===== src/rtl/cmp_pkg.sv =====
// -----------------------------------------------------------------------------
// cmp_pkg
// Shared types for the sequential magnitude comparator.
//
// Contents:
//   NIB_W       - width of one scanned digit (a hex nibble)
//   cmp_state_e - controller states IDLE / SCAN / DONE
//   cmp_res_t   - one-hot compare result {eq, gt, lt}
// -----------------------------------------------------------------------------
package cmp_pkg;

    // The datapath walks the operands one hex digit at a time.
    localparam int NIB_W = 4;

    typedef enum logic [1:0] {
        IDLE = 2'd0,
        SCAN = 2'd1,
        DONE = 2'd2
    } cmp_state_e;

    // Result flags; exactly one bit is set whenever a result is presented.
    typedef struct packed {
        logic eq;
        logic gt;
        logic lt;
    } cmp_res_t;

endpackage : cmp_pkg


===== src/rtl/comparator_4bit.sv =====
// -----------------------------------------------------------------------------
// comparator_4bit
// Purely combinational unsigned compare of two 4-bit digits.
//
// Ports:
//   i_a, i_b   - digits to compare
//   o_equal    - i_a == i_b
//   o_larger   - i_a >  i_b
//   o_smaller  - i_a <  i_b
// -----------------------------------------------------------------------------
module comparator_4bit
    import cmp_pkg::*;
(
    input  logic [NIB_W-1:0] i_a,
    input  logic [NIB_W-1:0] i_b,
    output logic             o_equal,
    output logic             o_larger,
    output logic             o_smaller
);

    assign o_equal   = (i_a == i_b);
    assign o_larger  = (i_a >  i_b);
    assign o_smaller = (i_a <  i_b);

endmodule : comparator_4bit


===== src/rtl/seq_mag_comparator_ctrl.sv =====
// -----------------------------------------------------------------------------
// seq_mag_comparator_ctrl
// Multi-cycle magnitude comparator. One shared 4-bit comparator scans the
// captured operands from the most significant nibble downward, one nibble per
// clock, and stops at the first nibble that differs. Signed operands are
// handled by flipping the sign bit of both operands on capture, which maps
// two's-complement ordering onto unsigned ordering.
//
// Ports:
//   i_clk        - clock, all state updates on the rising edge
//   i_rst        - synchronous active-high reset
//   i_in_valid   - operand pair valid
//   o_in_ready   - block can accept an operand pair (IDLE and no flush)
//   i_in_a       - operand A
//   i_in_b       - operand B
//   i_in_signed  - 1 = two's-complement compare, 0 = unsigned
//   i_flush      - synchronous abort of the operation in progress
//   o_out_valid  - result valid (held until i_out_ready)
//   i_out_ready  - consumer accepts the result
//   o_out_eq     - A == B
//   o_out_gt     - A >  B
//   o_out_lt     - A <  B
//   o_busy       - an operation is in SCAN or DONE
// -----------------------------------------------------------------------------
module seq_mag_comparator_ctrl
    import cmp_pkg::*;
#(
    parameter int WIDTH = 32
)
(
    input  logic             i_clk,
    input  logic             i_rst,
    input  logic             i_in_valid,
    output logic             o_in_ready,
    input  logic [WIDTH-1:0] i_in_a,
    input  logic [WIDTH-1:0] i_in_b,
    input  logic             i_in_signed,
    input  logic             i_flush,
    output logic             o_out_valid,
    input  logic             i_out_ready,
    output logic             o_out_eq,
    output logic             o_out_gt,
    output logic             o_out_lt,
    output logic             o_busy
);

    localparam int NIBS  = WIDTH / NIB_W;
    localparam int IDX_W = $clog2(NIBS);
    localparam logic [IDX_W-1:0] IDX_TOP = IDX_W'(NIBS - 1);

    // Operands must split into whole nibbles and span at least two of them.
    generate
        if (((WIDTH % NIB_W) != 0) || (WIDTH < 8)) begin : g_widthCheck
            $error("seq_mag_comparator_ctrl: WIDTH must be a multiple of 4 and >= 8");
        end
    endgenerate

    cmp_state_e                       r_state;
    cmp_state_e                       w_nextState;
    logic [NIBS-1:0][NIB_W-1:0]       r_opA;
    logic [NIBS-1:0][NIB_W-1:0]       r_opB;
    logic [IDX_W-1:0]                 r_nibIdx;
    cmp_res_t                         r_res;

    logic [WIDTH-1:0]                 w_biasA;
    logic [WIDTH-1:0]                 w_biasB;
    logic [NIB_W-1:0]                 w_nibA;
    logic [NIB_W-1:0]                 w_nibB;
    logic                             w_nibEq;
    logic                             w_nibGt;
    logic                             w_nibLt;
    logic                             w_accept;
    logic                             w_lastNib;

    // Flipping the sign bit turns two's-complement order into unsigned order,
    // so the scan logic never needs to know about signedness; the signed flag
    // therefore lives on only in the biased operand bits.
    assign w_biasA = {i_in_a[WIDTH-1] ^ i_in_signed, i_in_a[WIDTH-2:0]};
    assign w_biasB = {i_in_b[WIDTH-1] ^ i_in_signed, i_in_b[WIDTH-2:0]};

    assign w_nibA    = r_opA[r_nibIdx];
    assign w_nibB    = r_opB[r_nibIdx];
    assign w_lastNib = (r_nibIdx == '0);
    assign w_accept  = o_in_ready & i_in_valid;

    comparator_4bit u_nibCmp (
        .i_a       (w_nibA),
        .i_b       (w_nibB),
        .o_equal   (w_nibEq),
        .o_larger  (w_nibGt),
        .o_smaller (w_nibLt)
    );

    // State register.
    always_ff @(posedge i_clk) begin
        if (i_rst) begin
            r_state <= IDLE;
        end else begin
            r_state <= w_nextState;
        end
    end

    // Next-state logic. Flush aborts SCAN/DONE unconditionally; a SCAN step
    // ends the scan on the first differing nibble or after the last nibble.
    always_comb begin
        w_nextState = r_state;
        case (r_state)
            IDLE: begin
                if (w_accept) begin
                    w_nextState = SCAN;
                end
            end
            SCAN: begin
                if (i_flush) begin
                    w_nextState = IDLE;
                end else if (w_nibGt || w_nibLt || (w_nibEq && w_lastNib)) begin
                    w_nextState = DONE;
                end
            end
            DONE: begin
                if (i_flush || i_out_ready) begin
                    w_nextState = IDLE;
                end
            end
            default: begin
                w_nextState = IDLE;
            end
        endcase
    end

    // Output decode. in_ready depends only on state and flush, never on
    // out_ready, so no combinational path crosses the block.
    always_comb begin
        o_in_ready  = 1'b0;
        o_out_valid = 1'b0;
        o_busy      = 1'b1;
        case (r_state)
            IDLE: begin
                o_in_ready = ~i_flush;
                o_busy     = 1'b0;
            end
            SCAN: begin
                o_busy = 1'b1;
            end
            DONE: begin
                o_out_valid = 1'b1;
            end
            default: begin
                o_busy = 1'b0;
            end
        endcase
    end

    assign o_out_eq = r_res.eq;
    assign o_out_gt = r_res.gt;
    assign o_out_lt = r_res.lt;

    // Datapath: operand capture, nibble index walk and result latching.
    // The result flags are cleared on accept and only one is ever set per
    // operation, which keeps them one-hot while DONE presents them.
    always_ff @(posedge i_clk) begin
        if (i_rst) begin
            r_opA    <= '0;
            r_opB    <= '0;
            r_nibIdx <= IDX_TOP;
            r_res    <= '0;
        end else begin
            case (r_state)
                IDLE: begin
                    if (w_accept) begin
                        r_opA    <= w_biasA;
                        r_opB    <= w_biasB;
                        r_nibIdx <= IDX_TOP;
                        r_res    <= '0;
                    end
                end
                SCAN: begin
                    if (i_flush) begin
                        r_nibIdx <= IDX_TOP;
                        r_res    <= '0;
                    end else if (w_nibGt) begin
                        r_res.gt <= 1'b1;
                    end else if (w_nibLt) begin
                        r_res.lt <= 1'b1;
                    end else if (w_lastNib) begin
                        r_res.eq <= 1'b1;
                    end else begin
                        r_nibIdx <= r_nibIdx - 1'b1;
                    end
                end
                DONE: begin
                    if (i_flush) begin
                        r_nibIdx <= IDX_TOP;
                        r_res    <= '0;
                    end
                end
                default: begin
                    r_res <= '0;
                end
            endcase
        end
    end

    // A presented result is always exactly one of eq/gt/lt.
    a_resultOneHot : assert property (@(posedge i_clk) disable iff (i_rst)
        o_out_valid |-> $onehot({r_res.eq, r_res.gt, r_res.lt}));

    // No new operands may be accepted while an operation is in flight.
    a_noOverlap : assert property (@(posedge i_clk) disable iff (i_rst)
        !(o_busy && o_in_ready));

    // A stalled result must not change under back-pressure.
    a_holdResult : assert property (@(posedge i_clk) disable iff (i_rst)
        (o_out_valid && !i_out_ready && !i_flush) |=> (o_out_valid && $stable(r_res)));

endmodule : seq_mag_comparator_ctrl

===== config.mk =====
export PLATFORM = sky130hd
export DESIGN_NAME = seq_mag_comparator_ctrl
export DESIGN_NICKNAME = d
export VERILOG_FILES = /design/src/rtl/cmp_pkg.sv /design/src/rtl/comparator_4bit.sv /design/src/rtl/seq_mag_comparator_ctrl.sv
export SDC_FILE = /design/constraint.sdc
export NUM_CORES = 1
export LEC_CHECK = 0
export CORE_ASPECT_RATIO = 0.6
export CORE_MARGIN = 1.5
export CORE_UTILIZATION = 54
export CTS_CLUSTER_SIZE = 8
export DETAILED_ROUTE_END_ITERATION = 7
export MAX_ROUTING_LAYER = met4
export PLACE_DENSITY = 0.89
export REMOVE_ABC_BUFFERS = 1
export SLEW_MARGIN = 20
export SYNTH_ARGS = -nofsm -noshare
export SYNTH_HDL_FRONTEND = slang
export SYNTH_SLANG_ARGS = --single-unit

===== constraint.sdc =====
create_clock -name i_clk -period 7.7 [get_ports i_clk]
set_clock_uncertainty 0.2 [all_clocks]
set_input_delay 1.925 -clock i_clk [delete_from_list [all_inputs] [get_ports i_clk]]
set_output_delay 1.925 -clock i_clk [all_outputs]
set_load 0.01 [all_outputs]

* Word level (Yosys, flattened, before mapping)
Cells that the tools add are included.
Word-level totals: flip-flop bits (word level) 72, output and inout port bits 6, word-level logic and storage cells 85
Cells by class: $add $sub $neg 1, order comparisons 3, eq/ne operators 13, multiplexer cells 29, bitwise logic cells 4, reduce and logical (&&, ||, !) cells 14
Operators with widths (number):
- $mux W3 | 9
- $bmux W4 S3 | 2
- $ne A3 B3 Y1 const B | 7
- $pmux W3 S3 | 2
- $mux W1 | 9
- $mux W2 | 4
- $mux W4 | 2
- $ne A2 B2 Y1 const B | 3
- $pmux W2 S3 | 1
- $reduce_and A3 Y1 | 2
- $reduce_and A6 Y1 | 1
- $reduce_and A5 Y1 | 1
- $eq A4 B4 Y1 | 1
- $gt A4 B4 Y1 | 1
- $lt A3 B4 Y1 const B | 1
- $lt A4 B4 Y1 | 1
- $reduce_and A4 Y1 | 1
- $logic_not A3 Y1 | 1
- $logic_or A1 B1 Y1 | 3
- $reduce_bool A3 Y1 | 1
- $sub A3 B1 Y3 const B | 1
- $eq A2 B1 Y1 const B | 1
- $eq A2 B2 Y1 const B | 1
- $logic_not A2 Y1 | 1
- 6 further kinds | 7

* Depth between registers and ports, before layout
Gate-level depths: netlist of the first run.
depth in word-level cells 8, mapped depth 9, gate-level depth less buffers 7

* Modules after synthesis
From an unflattened synthesis of the first run, not the netlist that was laid out.
Unflattened totals: cell total of the unflattened synthesis 380, area, all modules 3353.2 µm²
Modules (own cells, without submodules):
- seq_mag_comparator_ctrl | times used 1, cells an instance 364, area each 3224.3 µm²
- comparator_4bit | times used 1, cells an instance 16, area each 128.9 µm²

* Worst setup path after synthesis of the first run
Ideal clock, no wire load.
path type input -> output, from input port i_flush, to output port o_in_ready, arrival time 2161 ps, required time 5575 ps, slack 3414 ps, stages 1, buffers on the path 0, cell sequence and2b_1
Between the ends: word-level cells in the longest chain between the ends 2
RTL lines:
- from (decl) | RTL line seq_mag_comparator_ctrl.sv:38 | input logic i_flush,
- $not A1 Y1 | RTL line seq_mag_comparator_ctrl.sv:139 | o_in_ready = ~i_flush;
- $mux W1 | RTL line seq_mag_comparator_ctrl.sv:137 | case (r_state)
- to (decl) | RTL line seq_mag_comparator_ctrl.sv:34 | output logic o_in_ready,
No other way between the ends.

* Worst setup path in the final report of the first run
Same ends and word-level chain as after synthesis.

==> metrics.yaml, run 1 <==
fmax_ghz: 0.184
start_util_pct: 58.0
core_area_sq_um: 5750
yosysTopAreaCell: "dfxtp_1"
vias: 2772
max_slew_margin_pct: 40.7
synthCells: 376
grt_max_degree: 72
htree_num_levels: 3
critPathArrivalTime_ps: 3300
r2r-end: "r_nibIdx[1]"
cp-start-kind: "input port"
area_growth_pct: 27.7
layout-drive-gt1-share_pct: 9.75
synth_edf_count: 0
drt-total-wl_um: 7370
period_minus_slack_ps: 5430
crit_path_start: "i_flush"
synth_common_cells: "127 x nand2_1, 72 x dfxtp_1, 65 x a21oi_1, 16 x mux4_2"
seq_area_frac_synth_pct: 43.2
antenna_found_initial: 0
fin_crit_sh_pct: 70.5
synth_area_leaders: "dfxtp_1 43%, nand2_1 14%, mux4_2 11%"
crit_chain: "clkdlybuf4s50_1, and2b_1, clkdlybuf4s50_1"
boundaryPins: 76
dieArea_sq_um: 6680
syn_avg_cell_area_sq_um: 8.88
worst_setup_path_end_kind: "output port"
grt_pass1_wl_um: 12400
setup_viol: 0
hp-class: "reg -> reg"
yosysWarnings: 0
post-route-util_pct: 74.1
hold_ws_ps: 255
ys_async_sr_fraction_pct: 0
synth_most_common_cell: "nand2_1"
regToRegSetupSlack_ps: 4450
cts_resized: 0
crit_path_max_fanout: 6
finish.net_count: 517
rsz0062_at_grt: "no"
synth_top_area_share_pct: 43.2
cap_violations: 0
drt_pass1_iterations: 4
gp_congestion: 0.843
power.total_mw: 1.05
hpwl_um: 5030
finalHoldViolCount: 0
power_density_nw_per_um2: 246
worst_path_largest_cell_delay_ps: 560
cts-root-buf: "clkbuf_8"
syn_area_sq_um: 3340
cts_buffer_depth: 2
viasPerCell: 5.32
path_class: "in -> out"
wl_per_cell_um: 14.1
grt_pass1_vias: 2739
reg2reg_depth: 7
die_h_um: 63.9
dp_cells: 506
rows: 21
num_antenna_cells: 0
worstPathRequired_ps: 5580
status: "finished clean"
die_w_um: 105
r2r-start: "r_nibIdx[1]"
p_leak_nw: 1.61
critPathSlowestCell: "clkdlybuf4s50_1"
ant_nets: 0
path_common_cell: "clkdlybuf4s50_1"
ctsHoldBuffers: 0
ys_types: 39
cts_tree: "yes"
ys_seq_elements: 72
slew_viol_final: 0
fillCellCount: 434
setup_tns_ps: 0
ir_drop_v: 0.000113
insertion_delay_ps: 350
dr.first_iter.drc_count: 100
clk_pin_slew_ps: 70
drc: 0
grt_overflow_total: 0
io_buffer_count: 75
cp-endpoint: "o_in_ready"
final_cells: 521
post_cts_buffers: 0
worst_slew_pin_slew_ps: 888
grt_use_total_pct: 24.5
synth_flop_cell: "dfxtp_1"
cts_sinks: 72
cts_buffers: 9
-- per-stage QoR --
stage          setup slack, ps  cell area, sq um
3_5_place_dp              2330              4040
6_report                  2270              4260
2_1_floorplan             3410              3180
5_1_grt                   2200              4260
4_1_cts                   2330              4260
3_3_place_gp              2360              4040
-- worst min-delay path by stage --
| stage | startpoint | endpoint | slack [ps] | cells past startpoint |
|---|---|---|---|---|
| 4_1_cts | r_opA[26] | r_opA[26] | 250 | 2 |
| 2_1_floorplan | r_opA[10] | r_opA[10] | 230 | 2 |
| 5_1_grt | r_opA[23] | r_opA[23] | 280 | 2 |
| 6_report | r_opA[27] | r_opA[27] | 250 | 2 |
| 3_3_place_gp | r_opB[24] | r_opB[24] | 240 | 2 |
| 3_5_place_dp | r_opA[26] | r_opA[26] | 240 | 2 |
-- critical path: cells and delay by family --
kind / cells / cell delay (ps)
buffers and inverters: 2 / 1060
and+or+nand+nor: 1 / 310
-- cells in the final DEF, fill, tap and decap left out, types with 2 or more instances in the layout --
cell             instances
a211oi_1                 2
a21oi_1                 65
a22oi_1                  2
a31oi_1                  2
and3_1                   2
bufinv_16                2
clkbuf_8                11
clkdlybuf4s50_1         74
dfxtp_1                 71
ha_1                    10
inv_1                    8
mux2_2                   4
mux2i_1                  5
mux4_2                  16
nand2_1                126
nand4_1                  2
nor2_1                   9
nor2b_1                  4
xnor2_1                  2
-- cell type report --
cell class	instances	area [sq um]	share of cell area, %
tap	80	100	2.35
clock buffer	12	155	3.64
sequential	72	1440	33.8
inverter	8	30.0	0.704
multi-input combinational	270	1720	40.3
clock inverter	3	65.1	1.53
timing repair buffer	76	753	17.7
-- logic make-up after synthesis --
logic type | after synthesis | share of synthesized area [%]
buffers and inverters | 34 | 5.66
multiplexers | 25 | 13.6
adder cells (fa/ha/maj) | 10 | 3.75
AO/OA/AOI/OAI | 83 | 14.5
flip-flops | 72 | 43.2
AND/OR/NAND/NOR | 150 | 18.8
XOR/XNOR | 2 | 0.525
-- where the power goes --
group	internal [mW]	switching [mW]	total, mW	leakage, nW
combinational	0.136	0.141	0.277	0.915
clock	0.198	0.130	0.328	0.112
sequential	0.417	0.0273	0.444	0.586
total	0.751	0.299	1.05	1.61
-- flip-flops by register name, summed over array words and instances, names as in the netlist --
name      count
o_out_eq      1
r_opA        32
o_out_gt      1
r_nibIdx      3
o_out_lt      1
r_state       2
r_opB        32
-- per-layer routing --
layer | vias up | GRT usage [%] | wire (um)
met3 | 12 | 9.39 | 488
met1 | 1274 | 29.5 | 3470
met2 | 82 | 38.4 | 3310
met4 | 0 | 6.94 | 102
li1 | 1404 | - | -
met5 | - | - | 0
Power figures use the tool's default switching activity.
==> run 2, diff against run 1 <==
--- a/config.mk
+++ b/config.mk
@@ -7,11 +7,11 @@
 export LEC_CHECK = 0
 export CORE_ASPECT_RATIO = 0.6
 export CORE_MARGIN = 1.5
-export CORE_UTILIZATION = 54
+export CORE_UTILIZATION = 50
 export CTS_CLUSTER_SIZE = 8
 export DETAILED_ROUTE_END_ITERATION = 7
 export MAX_ROUTING_LAYER = met4
-export PLACE_DENSITY = 0.89
+export PLACE_DENSITY = 0.84
 export REMOVE_ABC_BUFFERS = 1
 export SLEW_MARGIN = 20
 export SYNTH_ARGS = -nofsm -noshare
==> constraint.sdc (replaced) <==
create_clock -name i_clk -period 5.45 [get_ports i_clk]
set_clock_uncertainty 0.2 [all_clocks]
set_input_delay 1.3625 -clock i_clk [delete_from_list [all_inputs] [get_ports i_clk]]
set_output_delay 1.3625 -clock i_clk [all_outputs]
set_load 0.01 [all_outputs]
==> metrics.yaml, run 2 (synthesis gave the netlist of run 1 again) <==
path_class: "in -> out"
reg_top3: "r_opA x32, r_opB x32, r_nibIdx x3"
cap_violations: 0  # unchanged
grt_use_total_pct: 24.6  # +0.10 points
p_int_mw: 1.05  # +40%
cts_buffer_depth: 2  # unchanged
grt_overflow_total: 0  # unchanged
worst_slew_pin_slew_ps: 905  # +16.9 ps
p_switching_mw: 0.430  # +44%
ant_nets: 0  # unchanged
p_leak_nw: 1.61  # about the same
worstPathRequired_ps: 3890  # -1690 ps
ir_drop_v: 0.000155  # +37%
dieArea_sq_um: 7190  # +7.7%
worst_slack_ps: 1140  # -1130 ps
crit_chain: "clkdlybuf4s50_1, and2b_1, clkdlybuf4s50_1"
period_minus_slack_ps: 4310
layout-drive-gt1-share_pct: 9.48  # -0.27 points
max_slew_margin_pct: 39.6  # -1.1 points
critPathArrivalTime_ps: 2740  # -560 ps
htree_num_levels: 3  # unchanged
crit_path_max_fanout: 6  # unchanged
finalHoldViolCount: 0  # unchanged
rows: 22  # +4.8%
drt-total-wl_um: 7940  # +7.8%
drc: 0  # unchanged
rsz0062_at_grt: "no"
viasPerCell: 5.46  # +2.6%
setup_viol: 0  # unchanged
wl_per_cell_um: 15.1  # +6.6%
clkPwrFrac_pct: 30.5  # -0.8 points
critPathSlowestCell: "clkdlybuf4s50_1"
power_density_nw_per_um2: 347  # +41%
die_h_um: 66.3  # +3.7%
vias: 2877  # +3.8%
path_common_cell: "clkdlybuf4s50_1"
area_growth_pct: 27.8
slew_viol_final: 0  # unchanged
hpwl_um: 5420  # +7.7%
dr.first_iter.drc_count: 166  # +66%
boundaryPins: 76  # unchanged
drt_pass1_iterations: 5  # +1
seqPwrFrac_pct: 42.2  # about the same
post_cts_buffers: 0  # unchanged
cts_sinks: 72  # unchanged
grt_max_degree: 67  # -6.9%
ctsHoldBuffers: 0  # unchanged
io_buffer_count: 75  # unchanged
layout_common_cells: "126 x nand2_1, 74 x clkdlybuf4s50_1, 72 x dfxtp_1"
hp-class: "reg -> reg"
finish.net_count: 518  # +0.19%
num_antenna_cells: 0  # unchanged
regToRegSetupSlack_ps: 2130  # -2320 ps
cts-root-buf: "clkbuf_8"
start_util_pct: 53.2  # -4.8 points
dp_slack_ps: 1210  # -1130 ps
setup_tns_ps: 0  # unchanged
antenna_found_initial: 0  # unchanged
status: "finished clean"
core_area_sq_um: 6280  # +9.1%
p_sw_share_pct: 29.0  # +0.51 points
power_frac_comb_pct: 27.4  # +1.0 points
die_w_um: 108  # +3.8%
worst_setup_path_end_kind: "output port"
critPathTopFamily: "buffers and inverters"
final_common_cell: "nand2_1"
fin_crit_sh_pct: 79.0
worst_path_largest_cell_delay_ps: 560  # about the same
cts_resized: 0  # unchanged
cts_tree: "yes"
clk_pin_slew_ps: 60  # about the same
fmax_ghz: 0.232
insertion_delay_ps: 340  # about the same
gp_congestion: 0.882  # +4.7%
path_buf_inv: 2  # unchanged
cp-start-kind: "input port"
grt_pass1_vias: 2814  # +2.7%
grt_pass1_wl_um: 13100  # +5.6%
cts_buffers: 9  # unchanged
run 2: cell types whose count changed in the layout (fill, tap and decap cells not counted), sizes merged:
cell	previous run	this run
clkbuf	12	13
buf	2	3
run 2: per-stage QoR:
step | utilization [%] | cell area (sq um) | cells | hold slack, ps | total power [mW]
6_report | 68.0 | 4270 | 527 | 248 | 1.48
5_1_grt | 68.0 | 4270 | 527 | 263 | 1.56
4_1_cts | 67.9 | 4260 | 527 | 254 | 1.49
3_5_place_dp | 64.5 | 4050 | 511 | 245 | 1.03
3_3_place_gp | 64.5 | 4050 | 511 | 239 | 1.01
2_1_floorplan | - | 3180 | 350 | 227 | 0.876
run 2: cell type report:
type / instances / area [sq um]
multi-input combinational: 270 / 1720
inverter: 8 / 30.0
tap: 84 / 105
fill: 522 / 2010
clock inverter: 3 / 65.1
clock buffer: 13 / 149
timing repair buffer: 77 / 761
sequential: 72 / 1440
run 2: power groups by stage:
| stage | Sequential (mW) | Combinational, mW | Clock, mW |
|---|---|---|---|
| after floorplan | 0.629 | 0.247 | 0 |
| after global placement | 0.631 | 0.382 | 0 |
| after detailed placement | 0.636 | 0.398 | 0 |
| after CTS | 0.624 | 0.404 | 0.460 |
| after global routing | 0.632 | 0.446 | 0.485 |
| final | 0.625 | 0.405 | 0.452 |
run 2: final timing paths:
check / start / to / cells after the start
worst max-delay path: i_flush / o_in_ready / 3
worst min-delay path: o_out_gt / o_out_gt / 2
worst max register to register: r_nibIdx[0] / r_nibIdx[1] / 8
worst min register to register: o_out_gt / o_out_gt / 2
run 2: routing by layer:
layer  track usage, %  part of all wire [%]
met1             31.7                    47
met3             6.01                   6.6
met4             6.58                  0.44
met2             38.8                    46
met5                -                     0
run 2: worst min-delay path, delay by kind of cell (launching register included):
| kind | cells | cell delay (ps) |
|---|---|---|
| AOI/OAI and AO/OA | 1 | 50 |
| buffers and inverters | 1 | 40 |
| DFF | 1 | 310 |
==> run 3, diff against run 2 <==
==> constraint.sdc (replaced) <==
create_clock -name i_clk -period 4.5 [get_ports i_clk]
set_clock_uncertainty 0.2 [all_clocks]
set_input_delay 1.125 -clock i_clk [delete_from_list [all_inputs] [get_ports i_clk]]
set_output_delay 1.125 -clock i_clk [all_outputs]
set_load 0.01 [all_outputs]
==> metrics.yaml, run 3 (synthesis gave the netlist of run 1 again) <==
die_w_um: 108  # unchanged
gp_congestion: 0.867  # -1.7%
power_frac_comb_pct: 27.9  # +0.5 points
area_growth_pct: 28.2
hpwl_um: 5590  # +3.3%
cts-root-buf: "clkbuf_8"
clk_pin_slew_ps: 70  # about the same
worst_path_largest_cell_delay_ps: 550  # about the same
p_sw_share_pct: 29.5  # +0.51 points
setup_tns_ps: 0  # unchanged
ant_nets: 0  # unchanged
cap_violations: 0  # unchanged
path_common_cell: "clkdlybuf4s50_1"
crit_chain: "clkdlybuf4s50_1, and2b_1, clkdlybuf4s50_1"
finish.net_count: 522  # +0.77%
grt_use_total_pct: 24.5  # -0.038 points
die_h_um: 66.3  # unchanged
viasPerCell: 5.30  # -3.0%
path_class: "in -> out"
crit_path_start: "i_flush"
finalHoldViolCount: 0  # unchanged
drt-total-wl_um: 7800  # -1.8%
htree_num_levels: 3  # unchanged
max_slew_margin_pct: 40.6  # +1.1 points
rsz0062_at_grt: "no"
drt_pass1_iterations: 4  # -1
fin_crit_sh_pct: 84.3
start_util_pct: 53.2  # unchanged
wl_per_cell_um: 14.7  # -2.7%
boundaryPins: 76  # unchanged
seqPwrFrac_pct: 43.1  # +0.9 points
worst_slew_pin_slew_ps: 889  # -15.8 ps
hp-class: "reg -> reg"
final_common_cell: "nand2_1"
fillCellCount: 511  # -2.1%
cts_resized: 0  # unchanged
p_switching_mw: 0.518  # +21%
core_area_sq_um: 6280  # unchanged
dr.first_iter.drc_count: 173  # +4.2%
critPathArrivalTime_ps: 2470  # -270 ps
worstPathRequired_ps: 3170  # -720 ps
p_leak_nw: 1.62  # +0.51%
antenna_found_initial: 1  # +1
cts_sinks: 72  # unchanged
grt_overflow_total: 0  # unchanged
clkPwrFrac_pct: 29.0  # -1.5 points
dieArea_sq_um: 7190  # unchanged
power_density_nw_per_um2: 410  # +18%
r2r-start: "r_nibIdx[0]"
worst_setup_path_end_kind: "output port"
status: "finished clean"
rows: 22  # unchanged
cp-start-kind: "input port"
grt_max_degree: 43  # -36%
ctsHoldBuffers: 0  # unchanged
post-route-util_pct: 68.2  # +0.18 points
grt_pass1_vias: 2693  # -4.3%
reg_top3: "r_opA x32, r_opB x32, r_nibIdx x3"
cts_tree: "yes"
vias: 2818  # -2.1%
cts_buffers: 9  # unchanged
period_minus_slack_ps: 3800
crit_path_max_fanout: 6  # unchanged
setup_viol: 0  # unchanged
post_cts_buffers: 0  # unchanged
layout-drive-gt1-share_pct: 10.5  # +1.0 points
drc: 0  # unchanged
io_buffer_count: 75  # unchanged
ir_drop_v: 0.000179  # +15%
min_from: "r_opB[18]"
layout_common_cells: "126 x nand2_1, 74 x clkdlybuf4s50_1, 72 x dfxtp_1"
insertion_delay_ps: 340  # about the same
p_int_mw: 1.24  # +18%
cts_buffer_depth: 2  # unchanged
grt_pass1_wl_um: 12800  # -1.8%
slew_viol_final: 0  # unchanged
critPathSlowestCell: "clkdlybuf4s50_1"
fmax_ghz: 0.263
[run 3: path summary, 6_finish.rpt]
| kind | to | slack [ps] | cells after the start |
|---|---|---|---|
| worst max-delay path | o_in_ready | 700 | 3 |
| worst min-delay path | r_opB[18] | 250 | 2 |
| worst max register to register | r_nibIdx[2] | 1210 | 8 |
| worst min register to register | r_opB[18] | 250 | 2 |
[run 3: stage by stage]
stage               cell area, sq um  worst slack (ps)  std cells  hold slack [ps]  power, mW
floorplan                       3180              1310        350              227       1.06
global placement                4080               761        515              239       1.24
detailed placement              4080               699        515              244       1.26
CTS                             4280               698        531              254       1.77
global route                    4280               652        532              268       1.85
finish                          4280               704        532              253       1.76
[run 3: power groups by stage]
stage	Sequential (mW)	Clock [mW]	Combinational, mW
2_1_floorplan	0.762	0	0.299
3_3_place_gp	0.764	0	0.472
3_5_place_dp	0.770	0	0.486
4_1_cts	0.756	0.521	0.490
5_1_grt	0.765	0.549	0.539
6_report	0.757	0.510	0.490
[run 3: area by class of cell]
cell class	instances	area, sq um	share of cell area (%)
antenna	1	2.50	0.0585
clock buffer	13	159	3.71
clock inverter	3	40.0	0.936
inverter	8	30.0	0.702
multi-input combinational	270	1710	40.0
sequential	72	1440	33.7
tap	84	105	2.46
timing repair buffer	81	791	18.5
[run 3: worst max-delay path, delay by kind of cell]
family / cells / cell delay [ps]
buf+inv: 2 / 1050
simple gates: 1 / 290
[run 3: per-layer routing]
metal  share of wire [%]  track usage (%)
met1                  45             31.9
met2                  46             37.2
met3                 8.4             8.18
met4                0.56             5.43
met5                   0                -
